### config.mk
export PLATFORM = sky130hd
export DESIGN_NAME = touch_pio_capture
export DESIGN_NICKNAME = d
export VERILOG_FILES = /design/src/rtl/touch_pio_capture.sv
export SDC_FILE = /design/constraint.sdc
export NUM_CORES = 1
export LEC_CHECK = 0
export BUFFER_PORTS_ARGS = -buffer_cell sky130_fd_sc_hd__buf_2
export CAP_MARGIN = 25
export CORE_UTILIZATION = 45
export CTS_CLUSTER_SIZE = 12
export DETAILED_ROUTE_END_ITERATION = 16
export HOLD_SLACK_MARGIN = 0.1
export PLACE_DENSITY = 0.69
export REMOVE_ABC_BUFFERS = 1
export SYNTH_ARGS = -nofsm -noshare
export SYNTH_HDL_FRONTEND = slang
export SYNTH_SLANG_ARGS = --single-unit
### constraint.sdc
create_clock -name clk -period 2.9 [get_ports clk]
set_clock_uncertainty 0.15 [all_clocks]
set_input_delay 0 -clock clk [delete_from_list [all_inputs] [get_ports clk]]
set_output_delay 0 -clock clk [all_outputs]
set_load 0.03 [all_outputs]
### src/rtl/touch_pio_capture.sv
`default_nettype none
// ============================================================================
// touch_pio_capture : synchronised, debounced input PIO with sticky change
// flag, 16-bit change counter and level IRQ behind an Avalon-MM slave.
// Revision 1.0 - initial release
// ============================================================================
module touch_pio_capture #(
    parameter int DATA_W      = 12,
    parameter int SYNC_STAGES = 2,
    parameter int STABLE_CNT  = 4
) (
    input  logic              clk,
    input  logic              reset_n,
    input  logic [1:0]        address,
    input  logic              chipselect,
    input  logic              write_n,
    input  logic [31:0]       writedata,
    input  logic [DATA_W-1:0] in_port,
    output logic [31:0]       readdata,
    output logic              irq
);

    localparam int             CNT_W   = $clog2(STABLE_CNT + 1);
    localparam logic [CNT_W-1:0] CNT_MAX = CNT_W'(STABLE_CNT);

    localparam logic [1:0] ADDR_DATA   = 2'd0;
    localparam logic [1:0] ADDR_IRQ_EN = 2'd1;
    localparam logic [1:0] ADDR_FLAG   = 2'd2;
    localparam logic [1:0] ADDR_COUNT  = 2'd3;

    generate
        if (DATA_W < 1 || DATA_W > 32) begin : g_bad_data_w
            $error("touch_pio_capture: DATA_W must be 1..32");
        end
        if (SYNC_STAGES < 2) begin : g_bad_sync_stages
            $error("touch_pio_capture: SYNC_STAGES must be >= 2");
        end
        if (STABLE_CNT < 1) begin : g_bad_stable_cnt
            $error("touch_pio_capture: STABLE_CNT must be >= 1");
        end
    endgenerate

    logic [SYNC_STAGES-1:0][DATA_W-1:0] sync_q;
    logic [DATA_W-1:0]                  synced;
    logic [DATA_W-1:0]                  cand;
    logic [CNT_W-1:0]                   cnt;
    logic [DATA_W-1:0]                  stable;
    logic                               change_evt;

    logic                               irq_en;
    logic                               change_flag;
    logic [15:0]                        change_count;

    logic                               wr_en;
    logic                               wr_irq_en;
    logic                               wr_flag_clr;
    logic                               wr_count_clr;
    logic [31:0]                        read_mux;
    logic                               unused_writedata;

    // ------------------------------------------------------------------
    // Input synchroniser: stage 0 captures the asynchronous pins.
    // ------------------------------------------------------------------
    always_ff @(posedge clk or negedge reset_n) begin
        if (!reset_n) begin
            sync_q <= '0;
        end else begin
            sync_q <= {sync_q[SYNC_STAGES-2:0], in_port};
        end
    end

    assign synced = sync_q[SYNC_STAGES-1];

    // ------------------------------------------------------------------
    // Debouncer: a candidate must be seen STABLE_CNT+1 times in a row.
    // ------------------------------------------------------------------
    always_ff @(posedge clk or negedge reset_n) begin
        if (!reset_n) begin
            cand <= '0;
            cnt  <= '0;
        end else if (synced != cand) begin
            cand <= synced;
            cnt  <= '0;
        end else if (cnt != CNT_MAX) begin
            cnt  <= cnt + CNT_W'(1);
        end
    end

    assign change_evt = (cnt == CNT_MAX) && (cand != stable);

    always_ff @(posedge clk or negedge reset_n) begin
        if (!reset_n) begin
            stable <= '0;
        end else if (change_evt) begin
            stable <= cand;
        end
    end

    // ------------------------------------------------------------------
    // Register writes
    // ------------------------------------------------------------------
    assign wr_en        = chipselect && !write_n;
    assign wr_irq_en    = wr_en && (address == ADDR_IRQ_EN);
    assign wr_flag_clr  = wr_en && (address == ADDR_FLAG) && writedata[0];
    assign wr_count_clr = wr_en && (address == ADDR_COUNT);

    assign unused_writedata = ^writedata[31:1];

    always_ff @(posedge clk or negedge reset_n) begin
        if (!reset_n) begin
            irq_en <= 1'b0;
        end else if (wr_irq_en) begin
            irq_en <= writedata[0];
        end
    end

    // A change event on the same edge as a clear leaves the flag set.
    always_ff @(posedge clk or negedge reset_n) begin
        if (!reset_n) begin
            change_flag <= 1'b0;
        end else if (change_evt) begin
            change_flag <= 1'b1;
        end else if (wr_flag_clr) begin
            change_flag <= 1'b0;
        end
    end

    // A clear coinciding with an event counts that event.
    always_ff @(posedge clk or negedge reset_n) begin
        if (!reset_n) begin
            change_count <= 16'd0;
        end else if (wr_count_clr) begin
            change_count <= change_evt ? 16'd1 : 16'd0;
        end else if (change_evt) begin
            change_count <= change_count + 16'd1;
        end
    end

    // ------------------------------------------------------------------
    // Read path: always registered from the addressed register.
    // ------------------------------------------------------------------
    always_comb begin
        read_mux = '0;
        case (address)
            ADDR_DATA:   read_mux[DATA_W-1:0] = stable;
            ADDR_IRQ_EN: read_mux[0]          = irq_en;
            ADDR_FLAG:   read_mux[0]          = change_flag;
            ADDR_COUNT:  read_mux[15:0]       = change_count;
            default:     read_mux             = '0;
        endcase
    end

    always_ff @(posedge clk or negedge reset_n) begin
        if (!reset_n) begin
            readdata <= 32'd0;
            irq      <= 1'b0;
        end else begin
            readdata <= read_mux;
            irq      <= change_flag && irq_en;
        end
    end

endmodule
`default_nettype wire

### After elaboration in Yosys (flattened, before gate mapping)

Index checks and enable logic that the tools add are counted.

* mux-type cells: 10
* magnitude comparators: 0
* $add $sub $neg: 2
* reductions and logical operators: 12
* bitwise logic cells: 0
* eq/ne operators: 7
* shifts and indexed selects: 0
* multipliers: 0
* div/mod/pow operators: 0

Operators by type and width (number)
* $mux W16: 2
* $ne A12 B12 Y1: 2
* $pmux W11 S2: 1
* $add A16 B1 Y16 const B: 1
* $logic_and A1 B1 Y1: 7
* $mux W3: 2
* $reduce_bool A2 Y1: 3
* $eq A2 B2 Y1 const B: 2
* $mux W4: 1
* $pmux W1 S4: 1
* $add A3 B1 Y3 const B: 1
* $eq A3 B3 Y1 const B: 1
* $mux W1: 3
* $ne A3 B3 Y1 const B: 1
* $eq A2 B1 Y1 const B: 1
* $logic_not A2 Y1: 1
* $logic_not A1 Y1: 1

* memory bits (read-only): 0
* memories: 0
* latch bits: 0
* RAM bits: 0
* logic and storage cells: 41
* register bits: 86

### Logic depth before layout (Yosys ltp)

Gate-level depths: netlist of the first run.

* word-level depth: 6
* depth in mapped cells: 8
* gate-level depth less buffers: 6

### Worst setup path before layout of the first run

No wires, ideal clock.

* kind: reg-to-reg
* start point: register cand[0]
* end point: register stable[7]
* slack: 1051 ps
* setup time: 125 ps
* arrival time: 1574 ps
* required time: 2625 ps
* period minus slack after synthesis: 1849 ps
* cell stages (with the launch flop): 6
* path buffers: 1
* path through: dfrtp_1 -> xnor2_1 -> nand4_1 -> o31ai_4 -> buf_4 -> mux2_2

* cells in the longest elaborated chain, start to end: 2

Ends and longest elaborated chain
* from (decl): line 45 `logic [DATA_W-1:0] cand;`
* from (signal assigned): line 82 `cand <= synced;`
* $ne A12 B12 Y1: line 89 `assign change_evt = (cnt == CNT_MAX) && (cand != stable);`
* $logic_and A1 B1 Y1: line 89
* to (signal assigned): line 95 `stable <= cand;`
* to (decl): line 47 `logic [DATA_W-1:0] stable;`

No other way between the ends.
A chain may end at the register's enable or synchronous reset.

### Final worst setup path of the first run

* start point: input port write_n
* end point: register change_flag

* cells in the longest elaborated chain, start to end: 5

Ends and longest elaborated chain
* from (decl): line 16 `input logic write_n,`
* $logic_not A1 Y1: line 102 `assign wr_en = chipselect && !write_n;`
* $logic_and A1 B1 Y1: line 102
* $logic_and A1 B1 Y1 (2 in series): line 104 `assign wr_flag_clr = wr_en && (address == ADDR_FLAG) && writedata[0];`
* $reduce_bool A2 Y1 (no line)
* to (signal assigned): line 120 `change_flag <= 1'b0;`
* to (signal assigned): line 122 `change_flag <= 1'b1;`
* to (signal assigned): line 124 `change_flag <= 1'b0;`
* to (decl): line 51 `logic change_flag;`

No other way between the ends.

==> out/results.txt, run 1 <==
via count: 2,235
Sink Count: 86
Ys Warns: 0
die width: 91.3 µm
GPL Wtd Cong: 0.748
FILL cells: 661
Unique masters post-synth: 37
fraction of layout cells with a size suffix above 1: 22.1%
CP required: 2.99 ns
GR Overflow Total: 0
initial antenna violation count: 0
critical path class: in -> reg
HPWL after DPL: 3780 µm
top cells by count, synth: dfrtp_1, buf_4, clkbuf_1, nand2_1, nor2_1
Max Fclk: 452 MHz
ys async rst share: 100%
Area growth syn-to-layout: 17.6%
Fin. Hold Viols: 0
global routing met3 resource utilization: 3.94%
met1 usage: 20.5%
Final Slew Violations: 0
Residual DRC: 0
clock-pin slew on the worst setup and hold paths: 0.09 ns
vias in the first global route: 2,150
Peak supply drop: 0.393 mV
status: completed
most frequent cell after synthesis: dfrtp_1
DR WL/cell: 13.1 µm
std cell rows: 32
EDFF count, synth: 0
worst-skew pair later-pin latency: 0.36 ns
Avg Cell Area, Syn: 12.0 µm²
initial DRC count: 111
total core area: 7730 µm²
Final min period: 2.21 ns
Clock Tree Buf Depth: 2
Post-Syn Instances: 299
GRT Util Overall: 16.0%
Arrival @ worst endpoint: 2.30 ns
vias per cell: 4.91
Detailed Routing Iterations Pass 1: 4
initial core utilization: 46.4%
die area: 8330 µm²
area leader, netlist: dfrtp_1
max cap viols: 0
routing usage on met2: 25.0%
crit path launch: write_n
total negative slack: 0 ns
#FFs+latches synth: 86
hold crit path type: in -> reg
antenna fix cells: 0
final net count: 406
r2r setup slk: 0.76 ns
Hold Crit Start: in_port[7]
Cell Pwr Density: 572 nW/µm²
Top Usage Layer GRT: met2
number of I/O pins: 83
antenna-violating nets left: 0
# H-tree levels: 3
sequential share of the synthesized area: 60.0%
pin count of the biggest net entering global routing: 87
post-synth top area share: 60.0%
Port-buffer cells: 35
setup violators final: 0
final period utilization: 76.2%
ys flop type: dfrtp_1
Relative slew margins: 57.7%
Synth Cell Area: 3590 µm²
first-pass GRT wire length: 10,200 µm
chip height: 91.3 µm
worst reg-to-reg path cell count: 7
unrepaired setup endpoints after global routing: no
cts repair resizes: 0
drt total wl: 5950 µm
Worst Setup Start Kind: input port
Hold Crit Depth: 2
crit path capture type: flop
CTS tree: yes
Area contributors post-synth: dfrtp_1, mux2_2, buf_4
R2R Path Start: cnt[0]
Root Buffer: clkbuf_8
total CTS buffers: 9
total power: 0.00241 W
static leakage power: 1.93 nW
Worst Tran Pin Value: 0.635 ns
crit-path max FO: 3
placed cells by master (no fill, tap or decap), types with 9 or more instances in the layout:
| cell type | instances |
|---|---|
| a21oi_1 | 9 |
| buf_2 | 34 |
| nand2_1 | 17 |
| mux2_2 | 12 |
| nand3_1 | 9 |
| xnor2_1 | 13 |
| clkbuf_8 | 10 |
| a22oi_1 | 11 |
| conb_1 | 16 |
| nor2_1 | 16 |
| dlygate4sd3_1 | 21 |
| xor2_1 | 13 |
| dfrtp_1 | 86 |
critical path: stages:
cell	delay, ns
dlygate4sd3_1	0.54
buf_2	0.12
nor2b_1	0.20
dlygate4sd3_1	0.64
nand3_1	0.09
dlygate4sd3_1	0.58
nand2_1	0.08
nand2_1	0.05
path summary, 6_finish.rpt:
kind,end
worst max-delay path,change_flag
worst min-delay path,sync_q[7]
worst max register to register,change_count[10]
worst min register to register,synced[1]
max in group asynchronous,readdata[4]
min in group asynchronous,change_count[13]
sequential cells by signal, summed over array words and instances, names as in the netlist:
name and cells:
cand 12, irq_en 1, synced 12, change_count 16
irq 1, stable 12, readdata 16, change_flag 1
cnt 3, sync_q 12
repair_timing:
action | 4_1_cts | 5_1_grt
endpoints found under the hold margin | 107 | 9
hold buffers | 20 | 1
setup buffers | 0 | 0
where the power goes:
| part | leakage, nW | switching, W | total, W | internal [W] |
|---|---|---|---|---|
| registers | 1.11 | 0.0000378 | 0.00128 | 0.00125 |
| logic | 0.705 | 0.000110 | 0.000181 | 0.0000716 |
| clock network | 0.109 | 0.000435 | 0.000948 | 0.000513 |
cell families (layout without fill, tap and decap cells):
family | Yosys count | after routing | share of synthesized area (%)
AOI/OAI and AO/OA | 43 | 43 | 8.72
and+or+nand+nor | 77 | 77 | 11.0
xor gates and xnor gates | 26 | 26 | 6.35
buffers and inverters | 45 | 84 | 7.01
other | 1 | 16 | 0.105
DFF | 86 | 86 | 60.0
adders and majority gates | 8 | 8 | 2.79
muxes | 13 | 13 | 4.05
layer usage:
metal  up-vias  wire, µm  share of wire [%]
met1      1091      2600                 44
met2        58      2910                 49
met3        13       295                5.0
met5         -         0                  0
li1       1073         -                  -
met4         0       138                2.3
layout make-up:
cell class	instances	area (µm²)	share of cell area, %
multi-input combinational	183	1240	29.4
tap	102	128	3.03
timing repair buffer	60	438	10.4
sequential	86	2150	51.0
inverter	8	30.0	0.712
clock buffer	10	138	3.26
clock inverter	6	92.6	2.20
metrics by stage:
step           instance area [µm²]  instances  hold slack (ns)  setup slack, ns  utilization (%)
6_report                      4220        455            0.124            0.689             54.6
5_1_grt                       4220        455            0.102            0.601             54.6
4_1_cts                       4180        453            0.103            0.742             54.1
3_5_place_dp                  3750        417          -0.0407            0.766             48.5
3_3_place_gp                  3750        417          -0.0426            0.801             48.5
2_1_floorplan                 3420        277           -0.446            0.656                -
Note: power is estimated with default switching activity, not from simulation.
==> run 2, diff against run 1 <==
--- a/config.mk
+++ b/config.mk
@@ -11,7 +11,7 @@
 export CTS_CLUSTER_SIZE = 12
 export DETAILED_ROUTE_END_ITERATION = 16
 export HOLD_SLACK_MARGIN = 0.1
-export PLACE_DENSITY = 0.69
+export PLACE_DENSITY = 0.71
 export REMOVE_ABC_BUFFERS = 1
 export SYNTH_ARGS = -nofsm -noshare
 export SYNTH_HDL_FRONTEND = slang
==> constraint.sdc (replaced) <==
create_clock -name clk -period 1.99 [get_ports clk]
set_clock_uncertainty 0.15 [all_clocks]
set_input_delay 0 -clock clk [delete_from_list [all_inputs] [get_ports clk]]
set_output_delay 0 -clock clk [all_outputs]
set_load 0.03 [all_outputs]
==> out/results.txt, run 2 (synthesized netlist as in run 1, its figures left out) <==
critical path class: reg -> reg
antenna fix cells: 0
met2 WL: 3060 µm
Hold Crit Start: in_port[3]
multi-input logic area: 1260 µm²
Max Fclk: 518 MHz
Arrival @ worst endpoint: 2.06 ns
final period utilization: 96.9%
via count: 2,293
std cell rows: 32
Final min period: 1.93 ns
Root Buffer: clkbuf_8
Crit path largest cell delay: 0.49 ns
Detailed Routing Iterations Pass 1: 4
worst-skew pair later-pin latency: 0.35 ns
CP required: 2.12 ns
Worst Setup Start Kind: flop
Area growth syn-to-layout: 21.0%
first-pass GRT wire length: 10,200 µm
pin count of the biggest net entering global routing: 51
vias per cell: 4.88
hold crit path type: in -> reg
total core area: 7730 µm²
Cell Pwr Density: 781 nW/µm²
total power: 0.00339 W
Placed Cells: 433
Fin. Hold Viols: 0
Port-buffer cells: 35
crit path max-delay cell type: or4_1
initial core utilization: 46.4%
number of I/O pins: 83
# H-tree levels: 3
most frequent cells in the layout: dfrtp_1, buf_2, dlygate4sd3_1
Sink Count: 86
most common cell after layout, fill and taps aside: dfrtp_1
crit path launch: cnt[0]
crit path capture type: flop
die area: 8330 µm²
met3 wire len: 255 µm
fraction of layout cells with a size suffix above 1: 26.9%
drt total wl: 6110 µm
initial DRC count: 65
GPL Wtd Cong: 0.810
FILL cells: 637
crit-path max FO: 14
Final Slew Violations: 0
chip height: 91.3 µm
GR Overflow Total: 0
Top Metal Used: met4
HPWL after DPL: 4090 µm
Peak supply drop: 0.730 mV
total CTS buffers: 9
# Post-CTS Setup Buffers: 0
die width: 91.3 µm
GRT Util Overall: 16.1%
vias in the first global route: 2,218
DR WL/cell: 13.0 µm
Relative slew margins: 56.2%
final net count: 421
fin cells: 470
antenna-violating nets left: 0
setup violators final: 0
Sequential Area: 2150 µm²
R2R Path Start: cnt[0]
max cap viols: 0
clock-pin slew on the worst setup and hold paths: 0.09 ns
total negative slack: 0 ns
WL met1: 2680 µm
Worst Tran Pin Value: 0.656 ns
Clock Tree Buf Depth: 2
biggest regs: change_count: 16 flops, readdata: 16 flops
CTS tree: yes
status: completed
initial antenna violation count: 0
Residual DRC: 0
critical-path cell list: inv_2 -> ha_2 -> and2_4 -> o31ai_4 -> buf_6 -> or4_1 -> a21oi_1
static leakage power: 2.02 nW
[run 2: area by class of cell]
class,count,area share (%)
clock buffers,9,2.85
repair buffers,75,13.1
multi-input cells,183,29.0
flip-flops and latches,86,49.6
inverters,8,0.692
well taps,102,2.94
clock inverters,7,1.87
[run 2: repair_timing]
action	4_1_cts	5_1_grt
pin swaps	0	4
resized for setup	1	8
endpoints found under the setup margin	6	10
hold buffers	21	0
endpoints found under the hold margin	104	0
[run 2: per-layer routing]
layer  track usage [%]  up-vias
met5                 0        -
met4              5.95        0
met3              5.36       11
met2              27.0       55
met1              19.3     1117
li1                  -     1110
[run 2: path summary, 6_finish.rpt]
| path | endpoint | slack (ns) | cells after the start |
|---|---|---|---|
| worst max-delay path | change_count[15] | 0.06 | 7 |
| worst min-delay path | sync_q[3] | 0.13 | 2 |
| worst max register to register | change_count[15] | 0.06 | 7 |
| worst min register to register | synced[10] | 0.20 | 0 |
| max in group asynchronous | cand[3] | 0.48 | 4 |
| min in group asynchronous | readdata[12] | 0.60 | 3 |
[run 2: power breakdown]
group / switching [W] / internal, W
registers: 0.0000553 / 0.00182
clock network: 0.000653 / 0.000597
logic: 0.000160 / 0.000107
[run 2: metrics by stage]
| stage | hold WS, ns | instance area [µm²] | util, % | worst slack, ns |
|---|---|---|---|---|
| after global placement | -0.0839 | 3890 | 50.4 | 0.00151 |
| after floorplan | -0.446 | 3420 | - | -0.254 |
| after global routing | 0.108 | 4340 | 56.2 | -0.00384 |
| after CTS | 0.105 | 4310 | 55.8 | 0.000227 |
| final | 0.126 | 4340 | 56.2 | 0.0613 |
| after detailed placement | -0.0809 | 3890 | 50.4 | -0.0384 |
[run 2: worst max-delay path, delay by kind of cell, from the launching register on]
| kind | cells | cell delay (ns) |
|---|---|---|
| AO/OA/AOI/OAI | 2 | 0.25 |
| adder cells (fa/ha/maj) | 1 | 0.18 |
| buffers and inverters | 2 | 0.22 |
| flip-flops | 1 | 0.40 |
| AND/OR/NAND/NOR | 2 | 0.65 |
==> run 3, diff against run 2 <==
--- a/config.mk
+++ b/config.mk
@@ -7,6 +7,7 @@
 export LEC_CHECK = 0
 export BUFFER_PORTS_ARGS = -buffer_cell sky130_fd_sc_hd__buf_2
 export CAP_MARGIN = 25
+export CORE_MARGIN = 2
 export CORE_UTILIZATION = 45
 export CTS_CLUSTER_SIZE = 12
 export DETAILED_ROUTE_END_ITERATION = 16
==> out/results.txt, run 3 (synthesized netlist as in run 1, its figures left out) <==
final period utilization: 97.5%
P_sw: 0.000930 W
drt total wl: 6860 µm
Area growth syn-to-layout: 24.0%
kind of cell adding the most delay to the critical path: flip-flops
Clock Tree Buf Depth: 2
Detailed Routing Iterations Pass 1: 4
Seq pwr share: 55.7%
antenna fix cells: 0
static leakage power: 2.06 nW
initial core utilization: 46.4%
crit path max-delay cell type: dfrtp_1
first-pass GRT wire length: 11,300 µm
R2R Path Start: cand[5]
FILL cells: 625
max cap viols: 0
Final min period: 1.94 ns
most common cell after layout, fill and taps aside: dfrtp_1
Crit path largest cell delay: 0.42 ns
final net count: 431
total power: 0.00337 W
number of I/O pins: 83
pin count of the biggest net entering global routing: 53
total core area: 7730 µm²
DR WL/cell: 14.3 µm
Finished Cell Area: 4450 µm²
GR Overflow Total: 0
fin cells: 480
via count: 2,393
vias in the first global route: 2,386
Placed Cells: 428
Hold Crit Start: in_port[3]
Port-buffer cells: 35
initial antenna violation count: 0
dpl cell area: 3840 µm²
final worst slack: 0.0503 ns
vias per cell: 4.99
total CTS buffers: 9
die width: 93.3 µm
Max Fclk: 516 MHz
Internal: 0.00244 W
crit path launch: cand[5]
clock-pin slew on the worst setup and hold paths: 0.10 ns
most frequent cells in the layout: dfrtp_1, buf_2, dlygate4sd3_1
critical-path cell list: xnor2_1 -> nand4_1 -> o31ai_4 -> buf_6 -> mux2_2
Cell Pwr Density: 758 nW/µm²
CTS tree: yes
antenna-violating nets left: 0
initial DRC count: 129
# H-tree levels: 3
CP required: 2.10 ns
unrepaired setup endpoints after global routing: yes
Sink Count: 86
chip height: 93.3 µm
crit-path max FO: 5
fraction of layout cells with a size suffix above 1: 27.8%
Arrival @ worst endpoint: 2.05 ns
Worst Setup Start Kind: flop
CP Buf/Inv Count: 1
critical path class: reg -> reg
Root Buffer: clkbuf_8
Fin. Hold Viols: 0
setup violators final: 0
DP Worst Slack: -0.0330 ns
std cell rows: 32
status: completed
worst-skew pair later-pin latency: 0.37 ns
Peak supply drop: 0.570 mV
Final Slew Violations: 0
Residual DRC: 0
worst hold slack: 0.117 ns
die area: 8700 µm²
hold crit path type: in -> reg
combinational group share of total power: 8.7%
crit path capture type: flop
r2r setup slk: 0.05 ns
GRT Util Overall: 17.0%
HPWL after DPL: 4390 µm
GPL Wtd Cong: 0.881
biggest regs: change_count: 16 flops, readdata: 16 flops
Sw Share: 27.6%
clock share of power: 35.6%
run 3: final timing paths:
| kind | endpoint | cells after the start |
|---|---|---|
| max | stable[7] | 5 |
| min | sync_q[3] | 2 |
| max reg2reg | stable[7] | 5 |
| min reg2reg | synced[6] | 0 |
| max in group asynchronous | change_count[6] | 4 |
| min in group asynchronous | cand[10] | 4 |
run 3: power groups by stage:
stage	Clock, W	Sequential (W)	Combinational (W)
2_1_floorplan	0	0.00191	0.000124
3_3_place_gp	0	0.00190	0.000229
3_5_place_dp	0	0.00191	0.000234
4_1_cts	0.00124	0.00187	0.000284
5_1_grt	0.00132	0.00188	0.000325
6_report	0.00120	0.00187	0.000294
run 3: metal layers:
| metal | global-route usage, % | routed length [µm] |
|---|---|---|
| met1 | 20.8 | 2840 |
| met2 | 28.9 | 3590 |
| met3 | 4.43 | 299 |
| met4 | 6.62 | 127 |
| met5 | 0 | 0 |
run 3: worst register-to-register path, stage by stage, from the launching register on:
cell and delay [ns]:
dfrtp_1 0.42, xnor2_1 0.19, nand4_1 0.18, o31ai_4 0.40, buf_6 0.17, mux2_2 0.33
run 3: repair_timing:
action	CTS	global route
hold buffers	27	2
gates cloned	0	1
pin swaps	0	10
endpoints found under the hold margin	105	2
setup endpoints to repair	5	8
resized for setup	2	13
setup buffers	0	6
run 3: cell type report:
| type | instances | area, µm² | area share, % |
|---|---|---|---|
| inverters | 8 | 30.0 | 0.675 |
| clock inverters | 7 | 70.1 | 1.58 |
| flip-flops and latches | 86 | 2150 | 48.4 |
| well taps | 102 | 128 | 2.87 |
| clock buffers | 9 | 124 | 2.79 |
| repair buffers | 85 | 659 | 14.8 |
| multi-input cells | 183 | 1280 | 28.8 |
run 3: metrics by stage:
stage / TNS, ns / util, %
3_3_place_gp: 0 / 49.8
5_1_grt: -0.161 / 57.5
2_1_floorplan: -3.01 / -
6_report: 0 / 57.5
4_1_cts: 0 / 56.0
3_5_place_dp: -0.0768 / 49.8
